**src/rtl/adc_sample_sequencer_pkg.sv**
```systemverilog
// Shared constants and state encoding for the ADC sample path
// (sequencer, truncator and PWM blocks).
package adc_sample_sequencer_pkg;

  localparam int unsigned ADC_CLK_DIV      = 4;
  localparam int unsigned ADC_FRAME_BITS   = 16;
  localparam int unsigned ADC_DATA_BITS    = 12;
  localparam int unsigned ADC_QUIET_CYCLES = 8;

  typedef enum logic [1:0] {
    SEQ_IDLE  = 2'd0,
    SEQ_FRAME = 2'd1,
    SEQ_DONE  = 2'd2,
    SEQ_QUIET = 2'd3
  } seq_state_e;

  // Counter width able to hold 0..n-1, never narrower than one bit.
  function automatic int unsigned cnt_width(input int unsigned n);
    return (n > 1) ? $clog2(n) : 1;
  endfunction

endpackage

```
**src/rtl/adc_sclk_gen.sv**
```systemverilog
// SCLK generator: divides the master clock into an SCLK that idles high
// and reports the cycle in which SCLK is about to rise or fall.
module adc_sclk_gen
  import adc_sample_sequencer_pkg::*;
#(
  parameter int unsigned CLK_DIV = ADC_CLK_DIV
) (
  input  logic clk,
  input  logic reset,
  input  logic enable,
  input  logic clear,
  output logic sclk,
  output logic rise_tick,
  output logic fall_tick
);

  localparam int unsigned   DW       = cnt_width(CLK_DIV);
  localparam logic [DW-1:0] DIV_LAST = DW'(CLK_DIV - 1);

  logic [DW-1:0] div_cnt;
  logic          terminal;

  // Strobes are valid in the cycle whose closing edge toggles sclk, so the
  // consumer samples on the same edge the external clock rises.
  assign terminal  = enable && !clear && (div_cnt == DIV_LAST);
  assign rise_tick = terminal && !sclk;
  assign fall_tick = terminal && sclk;

  // Half-period counter; sclk toggles and the counter wraps at terminal count.
  always_ff @(posedge clk or negedge reset) begin
    if (!reset) begin
      div_cnt <= '0;
      sclk    <= 1'b1;
    end else if (clear) begin
      div_cnt <= '0;
      sclk    <= 1'b1;
    end else if (enable) begin
      if (div_cnt == DIV_LAST) begin
        div_cnt <= '0;
        sclk    <= ~sclk;
      end else begin
        div_cnt <= div_cnt + DW'(1);
      end
    end
  end

endmodule

```
**src/rtl/adc_sample_sequencer.sv**
```systemverilog
// Serial ADC sequencer: frames conversions with CS/SCLK, shifts in SDATA,
// and presents the sample over valid/ready with sticky overrun detection.
module adc_sample_sequencer
  import adc_sample_sequencer_pkg::*;
#(
  parameter int unsigned CLK_DIV      = ADC_CLK_DIV,
  parameter int unsigned FRAME_BITS   = ADC_FRAME_BITS,
  parameter int unsigned DATA_BITS    = ADC_DATA_BITS,
  parameter int unsigned QUIET_CYCLES = ADC_QUIET_CYCLES
) (
  input  logic                 clk,
  input  logic                 reset,
  input  logic                 enable,
  input  logic                 start,
  input  logic                 clr_overrun,
  input  logic                 sdata,
  input  logic                 sample_ready,
  output logic                 sclk,
  output logic                 cs,
  output logic [DATA_BITS-1:0] sample,
  output logic                 sample_valid,
  output logic                 overrun,
  output logic                 busy
);

  localparam int unsigned   BW         = cnt_width(FRAME_BITS);
  localparam int unsigned   QW         = cnt_width(QUIET_CYCLES);
  localparam logic [BW-1:0] BIT_LAST   = BW'(FRAME_BITS - 1);
  localparam logic [QW-1:0] QUIET_LAST = QW'(QUIET_CYCLES - 1);

  seq_state_e            state;
  logic [BW-1:0]         bit_cnt;
  logic [QW-1:0]         quiet_cnt;
  logic [FRAME_BITS-1:0] shreg;
  logic                  gen_en;
  logic                  gen_clr;
  logic                  rise_tick;
  logic                  fall_tick;

  // The divider only runs inside a frame; everywhere else it is held at
  // sclk=1 with a zero count so every frame starts with a full half-period.
  assign gen_en  = (state == SEQ_FRAME);
  assign gen_clr = !gen_en;

  adc_sclk_gen #(
    .CLK_DIV (CLK_DIV)
  ) u_sclk_gen (
    .clk       (clk),
    .reset     (reset),
    .enable    (gen_en),
    .clear     (gen_clr),
    .sclk      (sclk),
    .rise_tick (rise_tick),
    .fall_tick (fall_tick)
  );

  // A single divider terminal count can only ever be one kind of edge.
  a_one_edge : assert property (@(posedge clk) disable iff (!reset)
    !(rise_tick && fall_tick));

  // Frame scheduling FSM plus the output handshake and overrun flag.
  always_ff @(posedge clk or negedge reset) begin
    if (!reset) begin
      state        <= SEQ_IDLE;
      cs           <= 1'b1;
      busy         <= 1'b0;
      bit_cnt      <= '0;
      quiet_cnt    <= '0;
      shreg        <= '0;
      sample       <= '0;
      sample_valid <= 1'b0;
      overrun      <= 1'b0;
    end else begin
      case (state)
        SEQ_IDLE: begin
          if (enable || start) begin
            state   <= SEQ_FRAME;
            cs      <= 1'b0;
            busy    <= 1'b1;
            bit_cnt <= '0;
            shreg   <= '0;
          end
        end
        SEQ_FRAME: begin
          if (rise_tick) begin
            shreg <= {shreg[FRAME_BITS-2:0], sdata};
            if (bit_cnt == BIT_LAST) begin
              state   <= SEQ_DONE;
              cs      <= 1'b1;
              bit_cnt <= '0;
            end else begin
              bit_cnt <= bit_cnt + BW'(1);
            end
          end
        end
        SEQ_DONE: begin
          state     <= SEQ_QUIET;
          quiet_cnt <= '0;
        end
        SEQ_QUIET: begin
          if (quiet_cnt == QUIET_LAST) begin
            if (enable) begin
              state   <= SEQ_FRAME;
              cs      <= 1'b0;
              bit_cnt <= '0;
              shreg   <= '0;
            end else begin
              state <= SEQ_IDLE;
              busy  <= 1'b0;
            end
          end else begin
            quiet_cnt <= quiet_cnt + QW'(1);
          end
        end
        default: begin
          state <= SEQ_IDLE;
          cs    <= 1'b1;
          busy  <= 1'b0;
        end
      endcase

      // DONE loads the new sample even if the old one was accepted in the
      // same cycle; otherwise an accept simply retires the pending sample.
      if (state == SEQ_DONE) begin
        sample       <= shreg[DATA_BITS-1:0];
        sample_valid <= 1'b1;
      end else if (sample_ready) begin
        sample_valid <= 1'b0;
      end

      // Set has priority over clear.
      if ((state == SEQ_DONE) && sample_valid && !sample_ready) begin
        overrun <= 1'b1;
      end else if (clr_overrun) begin
        overrun <= 1'b0;
      end
    end
  end

endmodule

```
**config.mk**
```make
export PLATFORM = sky130hd
export DESIGN_NAME = adc_sample_sequencer
export DESIGN_NICKNAME = d
export VERILOG_FILES = /design/src/rtl/adc_sample_sequencer_pkg.sv /design/src/rtl/adc_sclk_gen.sv /design/src/rtl/adc_sample_sequencer.sv
export SDC_FILE = /design/constraint.sdc
export NUM_CORES = 1
export LEC_CHECK = 0
export ABC_AREA = 1
export CAP_MARGIN = 20
export CORE_ASPECT_RATIO = 1.75
export CORE_MARGIN = 4
export CORE_UTILIZATION = 40
export CTS_BUF_LIST = sky130_fd_sc_hd__clkbuf_16
export CTS_CLUSTER_SIZE = 10
export DETAILED_ROUTE_END_ITERATION = 6
export GPL_ROUTABILITY_DRIVEN = 0
export PLACE_DENSITY = 0.7
export SLEW_MARGIN = 25
export SYNTH_ARGS = -nofsm -noshare
export SYNTH_HDL_FRONTEND = slang
export SYNTH_SLANG_ARGS = --single-unit
```
**constraint.sdc**
```tcl
create_clock -name clk -period 2.4 [get_ports clk]
set_clock_uncertainty 0.1 [all_clocks]
set_input_delay 0.48 -clock clk [delete_from_list [all_inputs] [get_ports clk]]
set_output_delay 0.48 -clock clk [all_outputs]
set_load 0.05 [all_outputs]
```
[Word level (Yosys, flattened, before mapping)]
Index checks and enable logic that the tools add are counted.
Word-level totals
  register bits: 40
  latch bits: 0
  memory bits (writable): 0
  memory bits (read-only): 0
  input bits: 7
  memories kept: 0
Cells by class
  $add $sub $neg: 3
  multipliers: 0
  div/mod/pow operators: 0
  $lt $le $gt $ge: 0
  eq/ne operators: 14
  shifts and indexed selects: 0
  multiplexer cells: 37
  bitwise logic cells: 1
  reductions and logical operators: 18
Operator list (count)
  12-bit 2-to-1 mux: 4
  12-bit case mux with 3 select lines: 1
  4-bit 2-to-1 mux: 5
  1-bit 2-to-1 mux: 15
  2-bit 2-to-1 mux: 6
  4-bit case mux with 3 select lines: 1
  2-bit != test, second input constant: 5
  2-bit case mux with 4 select lines: 1
  4-bit AND reduction: 2
  2-bit nonzero test: 4
  2-bit == test, second input constant: 3
  2-bit by 1-bit != test with 1-bit output, second input constant: 3
  3-bit case mux with 2 select lines: 1
  6-bit AND reduction: 1
  5-bit AND reduction: 1
  4-bit by 1-bit adder with 4-bit output, second input constant: 1
  4-bit == test, second input constant: 1
  1-bit logical AND: 4
  3-bit by 1-bit adder with 3-bit output, second input constant: 1
  3-bit == test, second input constant: 1
  3-bit 2-to-1 mux: 1
  1-bit case mux with 3 select lines: 1
  3-bit nonzero test: 1
  2-bit by 1-bit adder with 2-bit output, second input constant: 1
  7 further kinds: 8

[Logic depth before layout (Yosys ltp)]
  depth in word-level cells: 5
  depth in mapped cells: 10

[By module]
A second synthesis with hierarchy kept.
Unflattened totals
  cells, all modules: 249
  area total of the unflattened synthesis: 1989.4 um^2
Modules (own cells, without submodules)
  adc_sample_sequencer: times used 1, cells an instance 226, area an instance 1823.0 um^2
  adc_sclk_gen: times used 1, cells an instance 23, area an instance 166.4 um^2

[Worst setup path before layout]
No wires, ideal clock.
  kind: register -> register
  from: reg state[1]
  to: reg shreg[10]
  arrival: 1.440 ns
  path slack: 0.743 ns
  stages on the path, launching flop included: 11
  clock period less this slack: 1.657 ns
  cells stage by stage: dfrtp_1 > inv_1 > ha_1 > buf_6 > nand2_4 > nand2_4 > nor2_4 > nand2_8 > buf_12 > nand2_4 > o21ai_2
Between the ends
  word-level cells in the longest chain between the ends: 5
  elaborated cells on any way between the ends: 12
Ends and longest elaborated chain
  start, declared: RTL line adc_sample_sequencer.sv:31  | seq_state_e state;
  start signal, assigned: RTL line adc_sample_sequencer.sv:64  | state <= SEQ_IDLE;
  start signal, assigned: RTL line adc_sample_sequencer.sv:77  | state <= SEQ_FRAME;
  start signal, assigned: RTL line adc_sample_sequencer.sv:88  | state <= SEQ_DONE;
  2-bit by 1-bit == test with 1-bit output *: RTL line adc_sample_sequencer.sv:42  | assign gen_en = (state == SEQ_FRAME);
  net gen_en: RTL line adc_sample_sequencer.sv:35  | logic gen_en;
  1-bit logical AND: RTL line adc_sclk_gen.sv:25  | assign terminal = enable && !clear && (div_cnt == DIV_LAST);
  1-bit logical AND: RTL line adc_sclk_gen.sv:26  | assign rise_tick = terminal && !sclk;
  2-bit by 1-bit != test with 1-bit output (no line)
  5-bit AND reduction (no line)
  end signal, assigned: RTL line adc_sample_sequencer.sv:86  | shreg <= {shreg[FRAME_BITS-2:0], sdata};
  end, declared: RTL line adc_sample_sequencer.sv:34  | logic [FRAME_BITS-1:0] shreg;
Mark *: on every way through the listed nets, which the timed path passes. The rest lies on a longest branch.
A chain may end at the register's enable or synchronous reset.

[Worst setup path in the final report]
  from: reg u_sclk_gen.sclk
  to: out sclk
RTL lines
  start, declared: RTL line adc_sclk_gen.sv:12  | output logic sclk,
  start signal, assigned: RTL line adc_sclk_gen.sv:40  | sclk <= ~sclk;
  end, declared: RTL line adc_sample_sequencer.sv:18  | output logic sclk,
No word-level cell between the ends.

==> impl_results.md <==
* Status: completed
* Worst-path clk slew at 0.06 ns
* DIE AREA at around 6200 µm²
* Critical path origin: u_sclk_gen.sclk
* Htree depth at 2
* Mapped Area at 1990 µm²
* Final critical-path required period at 2.24 ns
* Largest net degree at the start of global routing at 41
* First-pass GRT wire length at 6330 µm
* DIE HEIGHT at 101 µm
* Crit. path cell count at 1
* Max-cap violations at 0
* CTS buffer count at 5
* Reg-to-reg slack, setup at 0.57 ns
* DRC Markers at 0
* Arr. time, crit path at ~1.7 ns
* Total net switching power at 1.22 mW
* RSZ-0062 raised after global routing: no
* Hold buffers post-CTS at 0
* RR Startpoint: state[1]
* Critical path buffers and inverters at 1
* Met2 wire length at around 1700 µm
* Post-route setup TNS at 0 ns
* Initial antenna violation count at 0
* PostCTS Resize Cnt at 0
* Number of diodes at 0
* Power after layout at 2.89 mW
* Total Wirelength at 3380 µm
* Syn_area_per_cell at between 9 and 10 µm²
* Core box area at 4750 µm²
* Sequential element share of the synthesized area at 0.505
* Data required, critical path at 1.82 ns
* Chip Width at 61.3 µm
* P_leak at 1.20 nW
* Pwr Density at 1200 nW/µm²
* Max Fclk at 446 MHz
* Clock sink count at 40
* Crit Path Class: flop to output pin
* Layout Cell Area excl Fill at about 2400 µm²
* Vias per inst at between 4 and 5
* Crit path capture: sclk
* Vias at 1430
* YS warnings at 0
* CTS tree: done
* Comb pwr share at 0.429
* Final Hold Viols at 0
* Cell count after synthesis at 216
* Worst-Skew Late Latency at 0.28 ns
* M1 WL at 1370 µm
* Top Layer Used: met4
* Power share of the sequential group at 0.313
* Number of global-route vias before repair at 1491
* Post-DP Area at 2250 µm²
* #FFs+latches synth at 40
* Dpl hpwl at 2480 µm
* Overall Global Routing Usage at 0.135
* Share of post-route cells with drive strength above 1 at 0.180
* Sw frac at 0.421
* Placed Cells at about 290
* Hold Crit Class: input pin to asynchronous set/reset pin
* Non-Filler Instances at about 300
* Met3 wire length at 165 µm
* Family with the most delay on the worst path: buffers and inverters
* IO Port Bufs at 23
* Global route total overflow at 0
* Slowest stage cell, crit path: clkdlybuf4s50_1
* Peak VDD IR at between 0.8 and 0.9 mV
* Boundary Pins at 24
* R2r worst-path depth at 8
* Post-Syn Nets at 233
* Worst-Margin Slew at 0.497 ns
* Clock Tree Buf Depth at 2
* Slew Limit Fails at 0
* Startpoint types: flop
* Worst path cell trace: clkdlybuf4s50_1
* Final setup fails at 0
* WL/cell at 11.4 µm
* P&R area growth vs syn at 21.4%
* Initial Util at 0.419
* Crit Reg-Reg Endpoint: shreg[11]
* CP peak stage delay at 0.81 ns
* Period utilisation layout at 0.934
* Routed Antenna Nets at 0
* Netlist cell types at 24
* Clk pwr share at 0.258
* # Post-CTS Setup Buffers at 0
* P_int at 1.68 mW
* CP Capture Type: output pin
* Pre-Repair DR Iteration Count at 4
* CP Max Fanout at 4
* # rows at 33
* Initial DRC Count at 39
* Finished Core Util at 0.508
* Slew headroom at 0.668
* CTS Root Cell: clkbuf_16
* Final net count at 261
-- kinds of logic after synthesis --
| logic type | share of synthesized area |
|---|---|
| adders and majority gates | 0.0629 |
| AOI/OAI and AO/OA | 0.0919 |
| DFF | 0.505 |
| and+or+nand+nor | 0.275 |
| buffers and inverters | 0.0654 |
-- power groups by stage --
stage | logic (mW) | clock network [mW] | registers [mW]
4_1_cts | 1.27 | 0.768 | 0.908
3_3_place_gp | 1.24 | 0 | 0.912
3_5_place_dp | 1.26 | 0 | 0.921
6_report | 1.24 | 0.747 | 0.904
2_1_floorplan | 0.957 | 0 | 1.05
5_1_grt | 1.40 | 0.791 | 0.926
-- worst min path at each step --
stage                           from                    end  slack (ns)  cells after the start
4_1_cts                        reset             bit_cnt[3]        0.17                      2
3_5_place_dp   u_sclk_gen.div_cnt[0]  u_sclk_gen.div_cnt[0]        0.34                      1
3_3_place_gp   u_sclk_gen.div_cnt[0]  u_sclk_gen.div_cnt[0]        0.32                      1
5_1_grt                        reset           quiet_cnt[1]        0.20                      2
2_1_floorplan                  reset             bit_cnt[0]        0.08                      0
6_report                       reset           quiet_cnt[1]        0.14                      2
-- cell usage in the layout, fill, tap and decap left out, types with 2 or more instances in the layout --
cell,n
inv_1,15
nand2_2,2
nor2_1,9
a21oi_1,2
nand2_4,8
nand3_1,7
clkdlybuf4s50_1,22
ha_1,10
dfstp_2,2
o21ai_0,5
o21ai_2,13
inv_2,3
nor2_4,2
dfrtp_1,38
buf_4,4
nand2_1,87
clkbuf_16,5
-- stage by stage --
step | hold WS [ns] | setup slack [ns]
finish | 0.143 | 0.158
detailed placement | 0.339 | 0.431
floorplan | 0.0844 | 0.743
global placement | 0.322 | 0.458
global route | 0.199 | 0.130
CTS | 0.167 | 0.149
-- flip-flops by register name, summed over array words and instances, names as in the netlist, 2 cells and up --
name,count
quiet_cnt,3
state,2
bit_cnt,4
shreg,12
u_sclk_gen.div_cnt,2
sample,12
-- cells in the mapped netlist --
cell / number / area [µm²]
a21oi_1: 2 / 10.0
buf_12: 2 / 40.0
buf_6: 1 / 11.3
clkbuf_1: 3 / 11.3
dfrtp_1: 38 / 951
dfstp_2: 2 / 52.6
ha_1: 10 / 125
inv_1: 15 / 56.3
inv_2: 3 / 11.3
nand2_1: 87 / 327
nand2_2: 2 / 12.5
nand2_4: 8 / 90.1
nand2_8: 1 / 20.0
nand3_1: 7 / 35.0
nand4_1: 1 / 6.26
nor2_1: 9 / 33.8
nor2_4: 2 / 22.5
o211ai_1: 1 / 7.51
o21a_1: 1 / 7.51
o21ai_0: 5 / 25.0
o21ai_1: 1 / 5.00
o21ai_2: 13 / 114
o21bai_1: 1 / 7.51
o22ai_1: 1 / 6.26
-- per-layer routing --
metal  global-route usage  vias to the layer above
li1                     -                      728
met1                0.151                      665
met2                0.221                       28
met3               0.0319                        9
met4               0.0851                        0
met5                    0                        -
-- cell type report --
type | count | area [µm²]
timing repair buffer | 27 | 255
clock buffer | 5 | 125
multi-input combinational | 152 | 855
tap | 52 | 65.1
sequential | 40 | 1000
clock inverter | 3 | 42.5
fill | 443 | 2330
inverter | 18 | 67.6
Power figures use the tool's default switching activity.
